==> src/rtl/cv1k_pkg.sv <==
// Shared types and constants for the CS4 serial EEPROM/RTC engine.
package cv1k_pkg;

    localparam int MAX_BITS_DEF = 32;
    localparam int LEN_W        = 6;

    typedef enum logic [2:0] {
        IDLE,
        SETUP,
        TX,
        RX,
        HOLD,
        RECOVER
    } state_t;

    // Lengths above the shift-register width saturate instead of wrapping.
    function automatic logic [LEN_W-1:0] clamp_len(input logic [LEN_W-1:0] len,
                                                    input int max_bits);
        if (int'(len) > max_bits)
            return LEN_W'(max_bits);
        return len;
    endfunction

endpackage

==> src/rtl/serial_phase_gen.sv <==
// Half-period divider for the serial clock: CLK_DIV cycles low, then CLK_DIV high.
module serial_phase_gen #(
    parameter int CLK_DIV = 4
) (
    input  logic clock,
    input  logic reset,
    input  logic run,
    output logic phase_high,
    output logic end_of_low,
    output logic end_of_high
);

    localparam int CW = $clog2(CLK_DIV) + 1;

    logic [CW-1:0] cnt;
    logic          last;

    assign last = (cnt == CW'(CLK_DIV - 1));

    // Dropping run parks the divider at the start of a low phase, so the
    // serial clock idles low and every bit sequence begins with a full low phase.
    // NOTE: sequential state uses non-blocking assignments so every flop
    // samples the pre-edge values of its neighbours.
    always_ff @(posedge clock) begin
        if (reset || !run) begin
            cnt        <= '0;
            phase_high <= 1'b0;
        end else if (last) begin
            cnt        <= '0;
            phase_high <= !phase_high;
        end else begin
            cnt        <= cnt + 1'b1;
        end
    end

    assign end_of_low  = run && !phase_high && last;
    assign end_of_high = run &&  phase_high && last;

endmodule

==> src/rtl/eeprom_serial_ctrl.sv <==
// Whole-transaction serial engine for the EEPROM/RTC pins: CE setup, command
// shift-out, optional read shift-in, CE hold and CE-low recovery.
module eeprom_serial_ctrl
    import cv1k_pkg::*;
#(
    parameter int CLK_DIV  = 4,
    parameter int CE_SETUP = 2,
    parameter int CE_HOLD  = 2,
    parameter int MAX_BITS = MAX_BITS_DEF
) (
    input  logic                clock,
    input  logic                reset,
    input  logic                start,
    input  logic [MAX_BITS-1:0] cmd_data,
    input  logic [LEN_W-1:0]    cmd_len,
    input  logic [LEN_W-1:0]    rd_len,
    output logic                busy,
    output logic                done,
    output logic [MAX_BITS-1:0] rd_data,
    output logic                eeprom_ce,
    output logic                eeprom_clock,
    output logic                eeprom_di,
    input  logic                eeprom_do
);

    localparam int WAIT_MAX = (CE_SETUP > CE_HOLD) ? CE_SETUP : CE_HOLD;
    localparam int WAIT_W   = $clog2(WAIT_MAX + 1);

    state_t              state, state_d;
    logic [WAIT_W-1:0]   wait_cnt, wait_d;
    logic [LEN_W-1:0]    bit_cnt, bit_d;
    logic [LEN_W-1:0]    cmd_len_q, cmd_len_d;
    logic [LEN_W-1:0]    rd_len_q, rd_len_d;
    logic [MAX_BITS-1:0] tx_shift, tx_d;
    logic [MAX_BITS-1:0] rd_d;
    logic                busy_d, done_d, ce_d, di_d;

    logic phase_high, end_of_low, end_of_high;
    logic serial_run;

    assign serial_run = (state == TX) || (state == RX);

    serial_phase_gen #(
        .CLK_DIV (CLK_DIV)
    ) u_phase (
        .clock       (clock),
        .reset       (reset),
        .run         (serial_run),
        .phase_high  (phase_high),
        .end_of_low  (end_of_low),
        .end_of_high (end_of_high)
    );

    // The divider's phase flop is itself the serial clock register.
    assign eeprom_clock = phase_high;

    // NOTE: every signal written here gets a default first, so no path
    // through the case statement can leave a latch behind.
    always_comb begin
        state_d   = state;
        wait_d    = wait_cnt;
        bit_d     = bit_cnt;
        cmd_len_d = cmd_len_q;
        rd_len_d  = rd_len_q;
        tx_d      = tx_shift;
        rd_d      = rd_data;
        busy_d    = busy;
        done_d    = 1'b0;
        ce_d      = eeprom_ce;
        di_d      = 1'b0;

        case (state)
            IDLE: begin
                busy_d = 1'b0;
                ce_d   = 1'b0;
                if (start) begin
                    cmd_len_d = clamp_len(cmd_len, MAX_BITS);
                    rd_len_d  = clamp_len(rd_len, MAX_BITS);
                    // Left-align the command so its first bit sits at the MSB.
                    tx_d      = cmd_data << (MAX_BITS - int'(cmd_len_d));
                    rd_d      = '0;
                    wait_d    = '0;
                    busy_d    = 1'b1;
                    ce_d      = 1'b1;
                    state_d   = SETUP;
                end
            end

            SETUP: begin
                if (wait_cnt == WAIT_W'(CE_SETUP - 1)) begin
                    wait_d = '0;
                    if (cmd_len_q != '0) begin
                        state_d = TX;
                        bit_d   = cmd_len_q;
                        di_d    = tx_shift[MAX_BITS-1];
                    end else if (rd_len_q != '0) begin
                        state_d = RX;
                        bit_d   = rd_len_q;
                    end else begin
                        state_d = HOLD;
                    end
                end else begin
                    wait_d = wait_cnt + 1'b1;
                end
            end

            TX: begin
                di_d = tx_shift[MAX_BITS-1];
                if (end_of_high) begin
                    if (bit_cnt == LEN_W'(1)) begin
                        di_d    = 1'b0;
                        bit_d   = rd_len_q;
                        state_d = (rd_len_q != '0) ? RX : HOLD;
                    end else begin
                        bit_d = bit_cnt - 1'b1;
                        tx_d  = tx_shift << 1;
                        di_d  = tx_d[MAX_BITS-1];
                    end
                end
            end

            RX: begin
                if (end_of_high) begin
                    rd_d = {rd_data[MAX_BITS-2:0], eeprom_do};
                    if (bit_cnt == LEN_W'(1)) begin
                        bit_d   = '0;
                        state_d = HOLD;
                    end else begin
                        bit_d = bit_cnt - 1'b1;
                    end
                end
            end

            HOLD: begin
                if (wait_cnt == WAIT_W'(CE_HOLD - 1)) begin
                    wait_d  = '0;
                    ce_d    = 1'b0;
                    state_d = RECOVER;
                end else begin
                    wait_d = wait_cnt + 1'b1;
                end
            end

            RECOVER: begin
                if (wait_cnt == WAIT_W'(CE_SETUP - 1)) begin
                    wait_d  = '0;
                    busy_d  = 1'b0;
                    done_d  = 1'b1;
                    state_d = IDLE;
                end else begin
                    wait_d = wait_cnt + 1'b1;
                end
            end

            default: begin
                busy_d  = 1'b0;
                ce_d    = 1'b0;
                state_d = IDLE;
            end
        endcase
    end

    // Reset aborts outright: CE drops on the next edge with no hold or recovery.
    always_ff @(posedge clock) begin
        if (reset) begin
            state     <= IDLE;
            wait_cnt  <= '0;
            bit_cnt   <= '0;
            cmd_len_q <= '0;
            rd_len_q  <= '0;
            tx_shift  <= '0;
            rd_data   <= '0;
            busy      <= 1'b0;
            done      <= 1'b0;
            eeprom_ce <= 1'b0;
            eeprom_di <= 1'b0;
        end else begin
            state     <= state_d;
            wait_cnt  <= wait_d;
            bit_cnt   <= bit_d;
            cmd_len_q <= cmd_len_d;
            rd_len_q  <= rd_len_d;
            tx_shift  <= tx_d;
            rd_data   <= rd_d;
            busy      <= busy_d;
            done      <= done_d;
            eeprom_ce <= ce_d;
            eeprom_di <= di_d;
        end
    end

    // Silences the unused-signal path: end_of_low is part of the divider's
    // interface but this engine only needs the sample strobe.
    logic unused_eol;
    assign unused_eol = end_of_low;

endmodule

==> config.mk <==
export PLATFORM = sky130hd
export DESIGN_NAME = eeprom_serial_ctrl
export DESIGN_NICKNAME = d
export VERILOG_FILES = /design/src/rtl/cv1k_pkg.sv /design/src/rtl/serial_phase_gen.sv /design/src/rtl/eeprom_serial_ctrl.sv
export SDC_FILE = /design/constraint.sdc
export NUM_CORES = 1
export LEC_CHECK = 0
export BUFFER_PORTS_ARGS = -buffer_cell sky130_fd_sc_hd__buf_2
export CAP_MARGIN = 10
export CELL_PAD_IN_SITES_DETAIL_PLACEMENT = 1
export CELL_PAD_IN_SITES_GLOBAL_PLACEMENT = 1
export CORE_MARGIN = 2
export CORE_UTILIZATION = 32
export DETAILED_ROUTE_END_ITERATION = 6
export MAX_ROUTING_LAYER = met4
export PLACE_DENSITY = 0.73
export SLEW_MARGIN = 40
export SYNTH_ARGS = -nofsm -noshare
export SYNTH_HDL_FRONTEND = slang
export SYNTH_SLANG_ARGS = --single-unit
export TNS_END_PERCENT = 100
==> constraint.sdc <==
create_clock -name clock -period 8.83 [get_ports clock]
set_clock_uncertainty 0.15 [all_clocks]
set_input_delay 1.766 -clock clock [delete_from_list [all_inputs] [get_ports clock]]
set_output_delay 1.766 -clock clock [all_outputs]
set_load 0.01 [all_outputs]
==> impl_metrics.env <==
export IMPL_status="completed"
export IMPL_finalNonFillerCells=1093
export IMPL_track_usage=0.187
export IMPL_async_flop_share=0
export IMPL_io_buffers=84
export IMPL_routed_via_density=5.76
export IMPL_final_layout_size_suffix_gt1_frac=0.205
export IMPL_gp_congestion=0.903
export IMPL_met3WireLength_um=852
export IMPL_die_w_um=146
export IMPL_post_route_period_util=0.663
export IMPL_period_needed_ns=5.86
export IMPL_leakage_nw=2.67
export IMPL_drcViolationCount=0
export IMPL_postLayoutCoreUtil=0.372
export IMPL_wirelength_um=19600
export IMPL_cts_buffers=9
export IMPL_wl_met2_um=9170
export IMPL_ys_warn_count=0
export IMPL_ff2ff_path_depth=7
export IMPL_via_count=6292
export IMPL_row_count=51
export IMPL_cts_resized=0
export IMPL_start_util=0.329
export IMPL_overflow=0
export IMPL_synth_seq_cells=95
export IMPL_powerDensity_nw_per_um2=219
export IMPL_die_area_um2=21300
export IMPL_clock_sinks=95
export IMPL_antenna_found_initial=0
export IMPL_finalSetupTns_ns=0
export IMPL_dp_cells=1076
export IMPL_vdd_drop_max_v=0.000101
export IMPL_dpl_hpwl_um=13700
export IMPL_clk_pin_slew_ns=0.07
export IMPL_cp_required_ns=8.90
export IMPL_grt_max_degree=68
export IMPL_insertion_delay_ns=0.36
export IMPL_synth_enable_flop_cells=0
export IMPL_reg2reg_slack_ns=5.66
export IMPL_synthCells=791
export IMPL_timing_rr_end="tx_shift[19]"
export IMPL_seq_area_frac_synth=0.295
export IMPL_end_kind="flop"
export IMPL_final_nets=876
export IMPL_ios=85
export IMPL_ant_nets=0
export IMPL_netlist_area_um2=6450
export IMPL_cts_root_buffer="clkbuf_16"
export IMPL_grt_pass1_vias=6057
export IMPL_clock_path_buffers=2
export IMPL_rsz0062_at_grt="false"
export IMPL_max_slew_margin=0.464
export IMPL_crit_arrival_ns=5.92
export IMPL_syn_avg_cell_area_um2=8.15
export IMPL_syn_to_final_growth_pct=13.1
export IMPL_drv_cap=0
export IMPL_htreeDepth=3
export IMPL_die_height_um=146
export IMPL_setup_violations=0
export IMPL_startpoint="cmd_len[0]"
export IMPL_holdWs_ns=0.286
export IMPL_num_antenna_cells=0
export IMPL_drt_met1_wl_um=9150
export IMPL_drt_pre_antenna_iters=5
export IMPL_yosysUniqueCellTypes=68
export IMPL_setup_worst_path_end="tx_shift[30]"
export IMPL_coreArea_um2=19600
export IMPL_slew_viol_final=0
export IMPL_r2r_start="state[1]"
export IMPL_synth_flop_cell="dfxtp_1"
export IMPL_tritoncts="yes"
export IMPL_syn_nets=844
export IMPL_hold_path_class="reg -> reg"
export IMPL_path_max_fanout=37
export IMPL_setup_worst_path_start_class="input port"
export IMPL_hold_viol=0
export IMPL_wl_per_cell_um=17.9
export IMPL_drt_iter0_markers=339
export IMPL_grt_pass1_wl_um=32200
export IMPL_postCtsSetupBuffers=0
export IMPL_crit_type="in -> reg"
export IMPL_postCtsHoldBufs=0
export IMPL_max_freq_ghz=0.171
export IMPL_highest_layer="met4"
export IMPL_worstMarginPinSlew_ns=0.803
critical path: stages:
cell	delay (ns)
buf_2	0.55
nor2b_1	0.66
inv_1	0.23
ha_1	0.34
buf_4	0.40
clkinv_1	0.75
a31o_2	0.49
o21ai_0	0.13
nor2_1	0.10
o311ai_0	0.34
a41oi_1	0.16
where the power goes:
group | internal [mW] | leakage, nW | switching [mW] | total (mW)
sequential | 0.505 | 0.773 | 0.0638 | 0.569
combinational | 0.226 | 1.75 | 0.404 | 0.630
clock | 0.201 | 0.144 | 0.196 | 0.396
synth_stat cells, types with 7 or more instances:
cell / n / share of area
a2bb2oi_1: 10 / 0.014
buf_6: 9 / 0.016
buf_2: 16 / 0.012
nor3b_1: 10 / 0.012
or3_1: 8 / 0.0078
nand3_1: 53 / 0.041
clkbuf_1: 42 / 0.024
nand2b_1: 8 / 0.0078
inv_1: 11 / 0.0064
mux4_2: 18 / 0.063
mux2i_1: 44 / 0.068
a22oi_1: 9 / 0.010
o2bb2ai_1: 20 / 0.027
nor2_1: 56 / 0.033
o21ai_0: 56 / 0.043
dfxtp_1: 95 / 0.29
mux2_2: 13 / 0.023
o211ai_1: 8 / 0.0093
a21oi_1: 90 / 0.070
a31oi_1: 9 / 0.0087
nand2_1: 80 / 0.047
nor3_1: 8 / 0.0062
a211oi_1: 7 / 0.0081
a221oi_1: 15 / 0.020
metal layers:
metal | vias to the layer above | GRT usage
met5 | - | -
met4 | 0 | 0.0636
met1 | 3077 | 0.249
met2 | 156 | 0.296
li1 | 3031 | -
met3 | 28 | 0.0229
sequential cells by signal (all words and copies together), names as in the netlist:
signal / flops
cmd_len_q: 6
u_phase.phase_high: 1
bit_cnt: 6
eeprom_di: 1
busy: 1
rd_data: 32
u_phase.cnt: 3
eeprom_ce: 1
wait_cnt: 2
done: 1
tx_shift: 32
state: 3
rd_len_q: 6
cells in the final DEF (no fill, tap or decap), types with 9 or more instances in the layout:
| cell type | synthesis | final |
|---|---|---|
| a21oi_1 | 90 | 90 |
| a221oi_1 | 15 | 15 |
| a22oi_1 | 9 | 9 |
| a2bb2oi_1 | 10 | 10 |
| buf_2 | 16 | 84 |
| buf_4 | 3 | 10 |
| clkbuf_16 | 0 | 9 |
| dfxtp_1 | 95 | 95 |
| inv_1 | 11 | 11 |
| mux2_2 | 13 | 13 |
| mux2i_1 | 44 | 44 |
| mux4_2 | 18 | 18 |
| nand2_1 | 80 | 79 |
| nand3_1 | 53 | 52 |
| nor2_1 | 56 | 52 |
| nor3b_1 | 10 | 10 |
| o21ai_0 | 56 | 56 |
| o2bb2ai_1 | 20 | 20 |
cells by family after synthesis:
logic type | synth area share
mux | 0.156
flops | 0.295
buf+inv | 0.0660
fa+ha+maj | 0.00970
compound gates | 0.273
simple gates | 0.190
xor+xnor | 0.0105
worst min path at each step:
stage | startpoint | cells past startpoint | slack (ns) | endpoint
finish | u_phase.cnt[0] | 1 | 0.29 | u_phase.cnt[0]
detailed placement | u_phase.cnt[0] | 1 | 0.28 | u_phase.cnt[0]
CTS | u_phase.cnt[0] | 1 | 0.29 | u_phase.cnt[0]
global route | u_phase.cnt[0] | 1 | 0.31 | u_phase.cnt[0]
global placement | u_phase.cnt[0] | 1 | 0.27 | u_phase.cnt[0]
floorplan | u_phase.cnt[0] | 1 | 0.26 | u_phase.cnt[0]
cell type report:
type	count	area, um2
clock buffer	9	225
inverter	12	45.0
timing repair buffer	96	534
sequential	95	1900
fill	2369	12300
tap	265	332
multi-input combinational	609	4190
clock inverter	7	70.1
per-stage QoR:
stage	cell area [um2]	worst slack [ns]	total power [mW]
detailed placement	6970	2.62	1.20
finish	7290	2.97	1.60
global placement	6940	2.74	1.18
floorplan	6450	4.42	1.02
global route	7290	2.51	1.70
CTS	7270	2.99	1.60
No activity file was read; power rests on OpenSTA's default activity.
